**src/rtl/cog_ctr_sampler_if.sv**
```systemverilog
// Cog-side bus of the phs sampler: period load, run enable, accumulator
// input, FIFO pop strobe and the FIFO/status outputs.
interface cog_ctr_sampler_if #(
    parameter int DEPTH = 4
) ();
    localparam int LVL_W = $clog2(DEPTH) + 1;

    logic             setper;
    logic [31:0]      data;
    logic             run;
    logic [32:0]      phs;
    logic             rd;
    logic [31:0]      sample;
    logic             valid;
    logic [LVL_W-1:0] level;
    logic             ovf;
    logic             busy;

    // The cog drives control and phs, and reads the sampled results.
    modport master (
        output setper, data, run, phs, rd,
        input  sample, valid, level, ovf, busy
    );

    // The sampler reads control and phs, and drives the results.
    modport slave (
        input  setper, data, run, phs, rd,
        output sample, valid, level, ovf, busy
    );
endinterface

```
**src/rtl/cog_ctr_sampler.sv**
```systemverilog
// Periodic phs sampler: every per cycles captures phs[31:0], pushes the
// modulo-2^32 difference from the previous capture into a small FIFO.
module cog_ctr_sampler #(
    parameter int PER_W = 16,
    parameter int DEPTH = 4
) (
    input  logic               clk_cog,
    input  logic               res,
    cog_ctr_sampler_if.slave   bus
);
    localparam int LVL_W = $clog2(DEPTH) + 1;

    typedef enum logic [1:0] {IDLE, PRIME, RUN} state_t;

    state_t           state_reg, state_next;
    logic [PER_W-1:0] per_reg, per_next;
    logic [PER_W-1:0] cnt_reg, cnt_next;
    logic [31:0]      prev_reg, prev_next;
    logic             ovf_reg, ovf_next;
    logic [LVL_W-1:0] level_reg, level_next;

    logic             push;
    logic             pop;
    logic             full;
    logic             push_ok;
    logic [LVL_W-1:0] wr_idx;
    logic [31:0]      delta;

    // phs[32] and the upper data bits have no role in this block.
    logic unused_bits;
    assign unused_bits = ^{bus.phs, bus.data};

    assign delta   = bus.phs[31:0] - prev_reg;
    assign full    = (level_reg == LVL_W'(DEPTH));
    assign pop     = bus.rd && (level_reg != '0);
    // When full, a simultaneous pop frees the tail slot for the new delta.
    assign push_ok = push && (!full || pop);
    assign wr_idx  = pop ? (level_reg - LVL_W'(1)) : level_reg;

    // Period/interval sequencing and capture bookkeeping.
    always_comb begin
        state_next = state_reg;
        per_next   = per_reg;
        cnt_next   = cnt_reg;
        prev_next  = prev_reg;
        ovf_next   = ovf_reg;
        push       = 1'b0;
        if (bus.setper) begin
            per_next   = bus.data[PER_W-1:0];
            ovf_next   = 1'b0;
            state_next = IDLE;
        end else begin
            case (state_reg)
                IDLE: begin
                    if (bus.run && per_reg != '0) begin
                        state_next = PRIME;
                        cnt_next   = per_reg - PER_W'(1);
                    end
                end
                PRIME: begin
                    if (!bus.run) begin
                        state_next = IDLE;
                    end else if (cnt_reg != '0) begin
                        cnt_next = cnt_reg - PER_W'(1);
                    end else begin
                        prev_next  = bus.phs[31:0];
                        cnt_next   = per_reg - PER_W'(1);
                        state_next = RUN;
                    end
                end
                RUN: begin
                    if (!bus.run) begin
                        state_next = IDLE;
                    end else if (cnt_reg != '0) begin
                        cnt_next = cnt_reg - PER_W'(1);
                    end else begin
                        push      = 1'b1;
                        prev_next = bus.phs[31:0];
                        cnt_next  = per_reg - PER_W'(1);
                    end
                end
                default: state_next = IDLE;
            endcase
        end
        // A push into a full FIFO with no pop is dropped and flagged.
        if (push && full && !pop) begin
            ovf_next = 1'b1;
        end
    end

    // Occupancy follows accepted pushes and pops.
    always_comb begin
        level_next = level_reg;
        if (push_ok && !pop) begin
            level_next = level_reg + LVL_W'(1);
        end else if (pop && !push_ok) begin
            level_next = level_reg - LVL_W'(1);
        end
    end

    // Control and status registers.
    always_ff @(posedge clk_cog) begin
        if (res) begin
            state_reg <= IDLE;
            per_reg   <= '0;
            cnt_reg   <= '0;
            prev_reg  <= '0;
            ovf_reg   <= 1'b0;
            level_reg <= '0;
        end else begin
            state_reg <= state_next;
            per_reg   <= per_next;
            cnt_reg   <= cnt_next;
            prev_reg  <= prev_next;
            ovf_reg   <= ovf_next;
            level_reg <= level_next;
        end
    end

    // Shift-register FIFO: entry 0 is the registered head. Slots beyond the
    // occupancy always hold zero, so the head reads 0 when empty.
    genvar gi;
    generate
        for (gi = 0; gi < DEPTH; gi++) begin : g_ent
            logic [31:0] entry_reg, entry_next;
            logic [31:0] shifted;

            if (gi == DEPTH - 1) begin : g_last
                assign shifted = '0;
            end else begin : g_mid
                assign shifted = g_ent[gi+1].entry_reg;
            end

            // Shift on pop, then drop the new delta into the tail slot.
            always_comb begin
                entry_next = pop ? shifted : entry_reg;
                if (push_ok && wr_idx == LVL_W'(gi)) begin
                    entry_next = delta;
                end
            end

            // Entry storage.
            always_ff @(posedge clk_cog) begin
                if (res) begin
                    entry_reg <= '0;
                end else begin
                    entry_reg <= entry_next;
                end
            end
        end
    endgenerate

    assign bus.sample = g_ent[0].entry_reg;
    assign bus.valid  = (level_reg != '0);
    assign bus.level  = level_reg;
    assign bus.ovf    = ovf_reg;
    assign bus.busy   = (state_reg != IDLE);
endmodule

```
**src/flat_wrapper.sv**
```systemverilog
// flat-port wrapper written by rule: the top's interface ports become plain ports
module cog_ctr_sampler_flat 
#(
    parameter int PER_W = 16,
    parameter int DEPTH = 4
)
  (clk_cog, res, bus_setper, bus_data, bus_run, bus_phs, bus_rd, bus_sample, bus_valid, bus_level, bus_ovf, bus_busy);
  cog_ctr_sampler_if #(.DEPTH(DEPTH)) bus_i ();
  input  logic clk_cog;
  input  logic res;
  input wire logic [$bits(bus_i.setper)-1:0] bus_setper;
  input wire logic [$bits(bus_i.data)-1:0] bus_data;
  input wire logic [$bits(bus_i.run)-1:0] bus_run;
  input wire logic [$bits(bus_i.phs)-1:0] bus_phs;
  input wire logic [$bits(bus_i.rd)-1:0] bus_rd;
  output wire logic [$bits(bus_i.sample)-1:0] bus_sample;
  output wire logic [$bits(bus_i.valid)-1:0] bus_valid;
  output wire logic [$bits(bus_i.level)-1:0] bus_level;
  output wire logic [$bits(bus_i.ovf)-1:0] bus_ovf;
  output wire logic [$bits(bus_i.busy)-1:0] bus_busy;
  assign bus_i.setper = bus_setper;
  assign bus_i.data = bus_data;
  assign bus_i.run = bus_run;
  assign bus_i.phs = bus_phs;
  assign bus_i.rd = bus_rd;
  assign bus_sample = bus_i.sample;
  assign bus_valid = bus_i.valid;
  assign bus_level = bus_i.level;
  assign bus_ovf = bus_i.ovf;
  assign bus_busy = bus_i.busy;
  cog_ctr_sampler #(.PER_W(PER_W), .DEPTH(DEPTH)) u_core (.clk_cog(clk_cog), .res(res), .bus(bus_i));
endmodule
```
**config.mk**
```make
export PLATFORM = sky130hd
export DESIGN_NAME = cog_ctr_sampler_flat
export DESIGN_NICKNAME = d
export VERILOG_FILES = /design/src/rtl/cog_ctr_sampler_if.sv /design/src/rtl/cog_ctr_sampler.sv /design/src/flat_wrapper.sv
export SDC_FILE = /design/constraint.sdc
export NUM_CORES = 1
export LEC_CHECK = 0
export CORE_ASPECT_RATIO = 0.5
export CORE_UTILIZATION = 55
export CTS_CLUSTER_DIAMETER = 40
export DETAILED_ROUTE_END_ITERATION = 12
export PLACE_DENSITY = 0.81
export SLEW_MARGIN = 10
export SYNTH_ARGS = -nofsm -noshare
export SYNTH_HDL_FRONTEND = slang
export SYNTH_SLANG_ARGS = --single-unit
```
**constraint.sdc**
```tcl
create_clock -name clk_cog -period 4.3 [get_ports clk_cog]
set_clock_uncertainty 0.15 [all_clocks]
set_input_delay 0.645 -clock clk_cog [delete_from_list [all_inputs] [get_ports clk_cog]]
set_output_delay 0.645 -clock clk_cog [all_outputs]
set_load 0.03 [all_outputs]
```
-- Word level (Yosys, flattened, before mapping)
Cells that the tools add are included.
- register bits: 198
- bits of input ports: 70
- word-level logic and storage cells: 86
- $add $sub $neg: 5
- equal/unequal tests: 10
- muxes and demuxes: 26
- bitwise operators: 2
- reduce and logical (&&, ||, !) cells: 33
- operators by type and width (kind ; number):
    32-bit 2-to-1 mux ; 8
    16-bit 2-to-1 mux ; 3
    16-bit one-hot mux with 2 select lines ; 1
    16-bit nonzero test ; 2
    16-bit by 1-bit subtractor with 16-bit output (second input constant) ; 2
    32-bit subtractor ; 1
    2-bit nonzero test ; 8
    1-bit logical AND ; 11
    3-bit 2-to-1 mux ; 3
    2-bit 2-to-1 mux ; 4
    4-bit AND reduction ; 2
    3-bit by 2-bit == test with 1-bit output (second input constant) ; 2
    1-bit 2-to-1 mux ; 6
    2-bit one-hot mux with 3 select lines ; 1
    2-bit by 1-bit != test with 1-bit output (second input constant) ; 2
    2-bit OR reduction ; 2
    3-bit by 1-bit adder with 3-bit output (second input constant) ; 1
    3-bit by 1-bit == test with 1-bit output (second input constant) ; 1
    3-bit == test (second input constant) ; 1
    1-bit logical NOT ; 3
    3-bit logical NOT ; 1
    3-bit != test (second input constant) ; 1
    3-bit AND reduction ; 1
    3-bit nonzero test ; 1
    other kinds (7) ; 8

-- Depth between registers and ports, before layout
- depth after elaboration: 10
- depth in mapped cells: 13

-- Worst setup path after synthesis
No wires, ideal clock.
- path type: in2reg
- from: input port bus_phs[0]
- to: register u_core.g_ent[3].entry_reg[30]
- data arrival time: 3.017 ns
- required time: 4.021 ns
- slack: 1.004 ns
- stages on the path: 12
- cells stage by stage: inv_1 > ha_1 > inv_1 > fa_1 > a21oi_1 > o211ai_1 > a2111oi_0 > o211ai_1 > a311o_1 > a21oi_1 > xor2_1 > o21ai_0
- word-level cells in the longest chain between the ends: 2
- ends and longest elaborated chain (item ; line ; text):
    start, declared ; flat_wrapper.sv:14 ; input wire logic [$bits(bus_i.phs)-1:0] bus_phs;
    32-bit subtractor ; cog_ctr_sampler.sv:33 ; assign delta = bus.phs[31:0] - prev_reg;
    32-bit 2-to-1 mux ; cog_ctr_sampler.sv:137 ; if (push_ok && wr_idx == LVL_W'(gi)) begin
    end signal, assigned ; cog_ctr_sampler.sv:147 ; entry_reg <= entry_next;
    end, declared ; cog_ctr_sampler.sv:125 ; logic [31:0] entry_reg, entry_next;
Every way passes these cells.
A chain may end at the register's enable or synchronous reset.

-- Worst setup path in the final report
Ends and elaborated chain as after synthesis.

==> metrics.yaml <==
job:
  drv_cap: 0
worst_setup_path:
  critPathLaunchType: "input pin"
  worstPathRequired_ns: 4.48
  cp_max_fo: 4
  arrival_ns: 4.01
  regToRegStartpoint: "u_core.cnt_reg[12]$_SDFFE_PP0P_"
  r2r_slack_ns: 0.60
  worstRegToRegCells: 7
  path_delay_family: "compound AO/OA/AOI/OAI gates"
  path_cells: "clkdlybuf4s50_1 > inv_1 > ha_1 > inv_1 > fa_1 > a21oi_1 > o211ai_1 > a2111oi_0 > buf_4 > o211ai_1 > a311o_1 > a21oi_1 > xor2_1 > o21ai_0"
  slowest_delay_ns: 0.43
  worstSetupPathType: "input pin to register"
  crit_buf_inv: 4
  end_kind: "register"
  cpMaxStageDelayCell: "a2111oi_0"
  r2r-end: "u_core.bus.sample[23]$_SDFFE_PP0P_"
final_layout:
  nets: 1627
  drive_above_1_share_pct: 4.46
  fin_area_mm2: 0.0124
  largest_reg_flops: 96
  antenna_cells: 0
  final_util_pct: 66.2
  area_delta_synth_final_pct: 15.5
min_path:
  hp-class: "register to register"
  whs_endpoint: "u_core.g_ent[2].shifted[27]$_SDFFE_PP0P_"
  holdPathStages: 2
  hold_path_startpoint: "u_core.g_ent[2].shifted[27]$_SDFFE_PP0P_"
clocking:
  root_buffer: "clkbuf_16"
  numCtsBuffers: 17
  cts_setup_buffers: 0
  clk-insertion-delay-late_ns: 0.46
  htree_levels: 4
  ctsHoldBuffers: 0
  clock_sinks: 198
  cts_tree: "yes"
  cts.clk_slew.worst_paths_ns: 0.08
  clockBufferDepth: 2
  cts-resized-gates: 0
timing:
  setup_viol: 0
  hold_violations: 0
  fmax_ghz: 0.261
  whs_ns: 0.302
  slew_headroom_pct: 30.0
  period_minus_slack_ns: 3.83
  post-route-period-util_pct: 89.0
  worst_pin_slew_ns: 1.05
  slew_viol_final: 0
  fin_setup_tns_ns: 0
  rsz0062_at_grt: "no"
routing:
  drt-initial-drc-count: 836
  drt-vias-per-instance: 5.86
  dr.pass1.iters: 6
  wire_per_inst_um: 16.1
  ant_nets: 0
  wl_um: 28700
  drc: 0
  num_vias: 10500
power:
  switching_share_pct: 37.5
  seq_power_share_pct: 38.6
  irDropWorstVdd_uv: 440
  clkPwrFrac_pct: 33.2
  power.switching_uw: 1900
  leakage_uw: 0.00465
  p_int_uw: 3170
  p_comb_share_pct: 28.2
  power.density_mw_per_mm2: 408
floorplan:
  dieArea_mm2: 0.0202
  core_area_mm2: 0.0188
  start_util_pct: 57.3
  die_x_um: 200
  die_y_um: 101
  rows: 35
  boundaryPins: 108
outcome:
  status: "finished, final reports clean"
place:
  dpl_cell_area_mm2: 0.0118
  place.gp.congestion: 0.900
  hpwl_um: 19800
  port_buffers: 90
yosys:
  yosysWarnings: 0
  post-synth-top-count-cell: "nand2_1"
  synth-async-reset-ratio_pct: 0
  synth_common_cells: "nand2_1, dfxtp_1, a21oi_1"
  yosys_register_bits: 198
  ys_seq_area_share_pct: 36.8
  synth_top_flop_cell: "dfxtp_1"
  synth_top_area_share_pct: 36.8
  yosysTopAreaCell: "dfxtp_1"
  syn-num-nets: 1589
  syn_inst: 1474
  avgSynthCellArea_um2: 7.31
  synthTopCellsByArea: "dfxtp_1, nand2_1, a21oi_1"
  synth-edff-count: 0
  ys_types: 59
  syn_area_mm2: 0.0108
global_routing:
  antenna_found_initial: 0
  grt_overflow_total: 0
  first_global_vias: 9777
  grt_pass1_wl_um: 47400
  grt_usage_pct: 29.5
  grt_max_degree: 85
-- through the flow --
| stage | setup WS, ns | total power, uW | std cells |
|---|---|---|---|
| 5_1_grt | 0.263 | 5290 | 1784 |
| 2_1_floorplan | 1.00 | 2990 | 1474 |
| 3_5_place_dp | 0.0629 | 3390 | 1752 |
| 3_3_place_gp | 0.134 | 3360 | 1752 |
| 4_1_cts | 0.530 | 5060 | 1784 |
| 6_report | 0.472 | 5070 | 1784 |
-- cell families after synthesis --
kind of cell	share of synthesized area, %
muxes	2.69
and+or+nand+nor	27.6
buffers and inverters	5.23
AOI/OAI and AO/OA	18.9
adders and majority gates	5.30
DFF	36.8
xor gates and xnor gates	3.42
-- layout make-up --
| cell class | instances | area, um2 |
|---|---|---|
| clock buffer | 17 | 425 |
| clock inverter | 15 | 194 |
| fill | 1550 | 6340 |
| inverter | 51 | 191 |
| multi-input combinational | 1129 | 6260 |
| sequential | 198 | 3960 |
| tap | 259 | 324 |
| timing repair buffer | 115 | 1090 |
-- how the worst max path moves through the flow --
stage,startpoint,end,depth (start not counted)
floorplan,bus_phs[0],u_core.g_ent[2].shifted[30]$_SDFFE_PP0P_,12
global placement,bus_phs[0],u_core.g_ent[2].shifted[30]$_SDFFE_PP0P_,14
detailed placement,bus_phs[0],u_core.g_ent[2].shifted[30]$_SDFFE_PP0P_,14
CTS,bus_phs[0],u_core.g_ent[2].shifted[30]$_SDFFE_PP0P_,14
global route,bus_phs[0],u_core.g_ent[2].shifted[30]$_SDFFE_PP0P_,14
finish,bus_phs[0],u_core.g_ent[2].shifted[30]$_SDFFE_PP0P_,14
-- routing by layer --
layer  share of wire (%)  GRT usage, %
met1                  45          39.2
met2                  46          48.8
met3                 8.3          6.76
met4                 1.1          6.28
met5                   0             0
-- power by group through the flow --
stage / Clock (uW) / Sequential [uW] / Combinational [uW]
floorplan: 0 / 2010 / 978
global placement: 0 / 2000 / 1370
detailed placement: 0 / 2000 / 1390
CTS: 1700 / 1960 / 1400
global route: 1760 / 1970 / 1550
finish: 1680 / 1960 / 1430
-- cells in the final DEF (no fill, tap or decap), types with 26 or more instances in the layout --
cell type,count
clkdlybuf4s50_1,89
nand2_1,354
mux2i_1,29
ha_1,44
nand3_1,79
dfxtp_1,198
o21ai_0,57
a211oi_1,51
and3_1,30
a21oi_1,125
nor2_1,121
buf_4,26
inv_1,49
-- worst min-delay path, cell delays in order (launching register included) --
cell and delay, ns:
dfxtp_1 0.32, nand2_1 0.05, o21ai_1 0.05
(Power assumes the default switching activity.)
==> patch (config.mk and constraints unchanged) <==
`DEPTH` is set to 4 in 3 places; all go to 2.
--- a/src/rtl/cog_ctr_sampler_if.sv
+++ b/src/rtl/cog_ctr_sampler_if.sv
@@ -3,3 +3,3 @@
 interface cog_ctr_sampler_if #(
-    parameter int DEPTH = 4
+    parameter int DEPTH = 2
 ) ();
--- a/src/rtl/cog_ctr_sampler.sv
+++ b/src/rtl/cog_ctr_sampler.sv
@@ -4,3 +4,3 @@
     parameter int PER_W = 16,
-    parameter int DEPTH = 4
+    parameter int DEPTH = 2
 ) (
--- a/src/flat_wrapper.sv
+++ b/src/flat_wrapper.sv
@@ -4,3 +4,3 @@
     parameter int PER_W = 16,
-    parameter int DEPTH = 4
+    parameter int DEPTH = 2
 )
Interface: changed (resized bus_level); port bits go from 108 to 107. No check against the original RTL was run, so the function may have changed too.
==> patch against the unedited design <==
- cell count down 32%
- clock power down 11%
- sequential power down 34%
- cell area down 26%
- critical path type unchanged
- count of clock-buffer cells in the layout up 1
- critical endpoint is now u_core.bus.sample[28]$_SDFFE_PP0P_
- worst setup slack worse by 20 ps
- total power down 33%
- sequential cell count down 65
- via count down 33%
- hold slack worse by 4.6 ps
- fmax down 0.51%
- routed wire length down 35%
- synthesized area down 30%
==> patch: results (changes against the unedited design) <==
metric,value,unit,change
yosys synthesis warning count,0,,unchanged
Post CTS Setup Buffer Count,0,,unchanged
fin nets,1150,,-29%
met1 global-route usage,0.333,,-0.0594
Placed Instance Area,8560,um2,-28%
clk slew on worst S/H paths,60,ps,-20 ps
dpl hpwl,12.6,mm,-36%
DP Cell Count,1187,,-32%
leakage,3.55,nW,-24%
slew margin rel.,0.415,,+0.115
Cells after Synth,967,,-34%
CTS Buf Count,17,,unchanged
"Arr. time, crit path",4030,ps,+20 ps
synth top area cells,"dfxtp_1 35%, ha_1 7.1%, a21oi_1 6.8%",,
Antenna diodes,0,,unchanged
Compound-Gate Fraction of Synth Area,0.193,,+0.00395
mux cell area share after synthesis,0.0643,,+0.0374
first-pass GRT wire length,30.8,mm,-35%
dpl ws,146,ps,+83.0 ps
GP Congestion,0.913,,+1.4%
Netlist cell types,54,,-8.5%
first-iteration detailed-routing DRC count,490,,-41%
H-tree depth,4,,unchanged
DR DRC count,0,,unchanged
Root Buffer,clkbuf_16,,
XOR/XNOR Fraction of Synth Area,0.0545,,+0.0204
maximum vdd drop,0.232,mV,-47%
final global-route overflow total,0,,unchanged
Synth Area in Adders,0.0739,,+0.0209
met2 Usage GRT,0.469,,-0.0193
initial antenna violation count,0,,unchanged
final wirelength,18.7,mm,-35%
vias in the first global route,6646,,-32%
cts repair resizes,0,,unchanged
drt pass-1 iters,5,,-1
status,"finished, final reports clean",,
list of most frequent post-synthesis cells,"133 x dfxtp_1, 132 x nand2_1, 102 x a21oi_1, 100 x nor2_1, 53 x inv_1",,
port bufs,89,,-1.1%
worst-path fanout max,3,,-1
Clock Tree Buf Depth,2,,unchanged
post-synth net total,1081,,-32%
sequential element share of the synthesized area,0.353,,-0.0153
layout cells sized above 1,0.0582,,+0.0136
largest net degree at the start of global routing,67,,-21%
via/cell ratio,5.77,,-1.5%
Worst Hold Class,reg2reg,,
Post-synth ARST share,0,,unchanged
vias post-DR,7035,,-33%
Skew-Pair Late Insertion Delay,420,ps,-40 ps
met3 usage,0.0555,,-0.0121
gr usage total,0.267,,-0.0279
[patch: cell types whose count changed after synthesis, sizes merged, moves of 8 or more]
| cell | delta |
|---|---|
| and3 | -20 |
| a211oi | -12 |
| clkbuf | -39 |
| a21oi | -23 |
| nand3 | -32 |
| nor2 | -22 |
| xnor2 | +8 |
| mux2i | +15 |
| nand2 | -222 |
| dfxtp | -65 |
| o21ai | -37 |
| nand2b | -15 |
[patch: worst paths after layout]
path | startpoint | end | slack [ps] | cells past startpoint
max | bus_phs[0] | u_core.bus.sample[28]$_SDFFE_PP0P_ | 450 | 15
min | u_core.prev_reg[11]$_SDFFE_PP0P_ | u_core.prev_reg[11]$_SDFFE_PP0P_ | 300 | 2
max reg2reg | u_core.prev_reg[0]$_SDFFE_PP0P_ | u_core.bus.sample[28]$_SDFFE_PP0P_ | 840 | 13
min reg2reg | u_core.prev_reg[11]$_SDFFE_PP0P_ | u_core.prev_reg[11]$_SDFFE_PP0P_ | 300 | 2
[patch: cells by family after synthesis]
logic type	count (synthesis)
muxes	48
DFF	133
AOI/OAI and AO/OA	241
and+or+nand+nor	349
adders and majority gates	44
buffers and inverters	105
xor gates and xnor gates	47
[patch: per-layer routing]
layer | wire (um) | up-vias
li1 | - | 3503
met4 | 171 | 0
met2 | 9080 | 195
met3 | 1020 | 19
met1 | 8400 | 3318
met5 | 0 | -
[patch: final cells by class]
| cell class | instances | area (um2) |
|---|---|---|
| clock buffer | 18 | 429 |
| clock inverter | 14 | 178 |
| fill | 998 | 3860 |
| inverter | 53 | 199 |
| multi-input combinational | 729 | 4500 |
| sequential | 133 | 2660 |
| tap | 170 | 213 |
| timing repair buffer | 102 | 986 |
[patch: report_power, final]
| group | switching [mW] | total [mW] | internal (mW) |
|---|---|---|---|
| clock network | 0.585 | 1.50 | 0.919 |
| logic | 0.360 | 0.608 | 0.249 |
| registers | 0.0332 | 1.30 | 1.26 |
| total | 0.978 | 3.41 | 2.43 |
[patch: worst max-delay path, stage by stage]
cell and delay [ps]:
clkdlybuf4s50_1 420, inv_1 90, ha_1 150, inv_1 50
fa_1 390, a21oi_1 220, o31ai_1 160, a211o_1 330
a2111o_1 400, o211ai_1 160, o21ai_0 230, a211oi_1 330
xnor2_1 180, nor2_1 60, a211oi_1 220
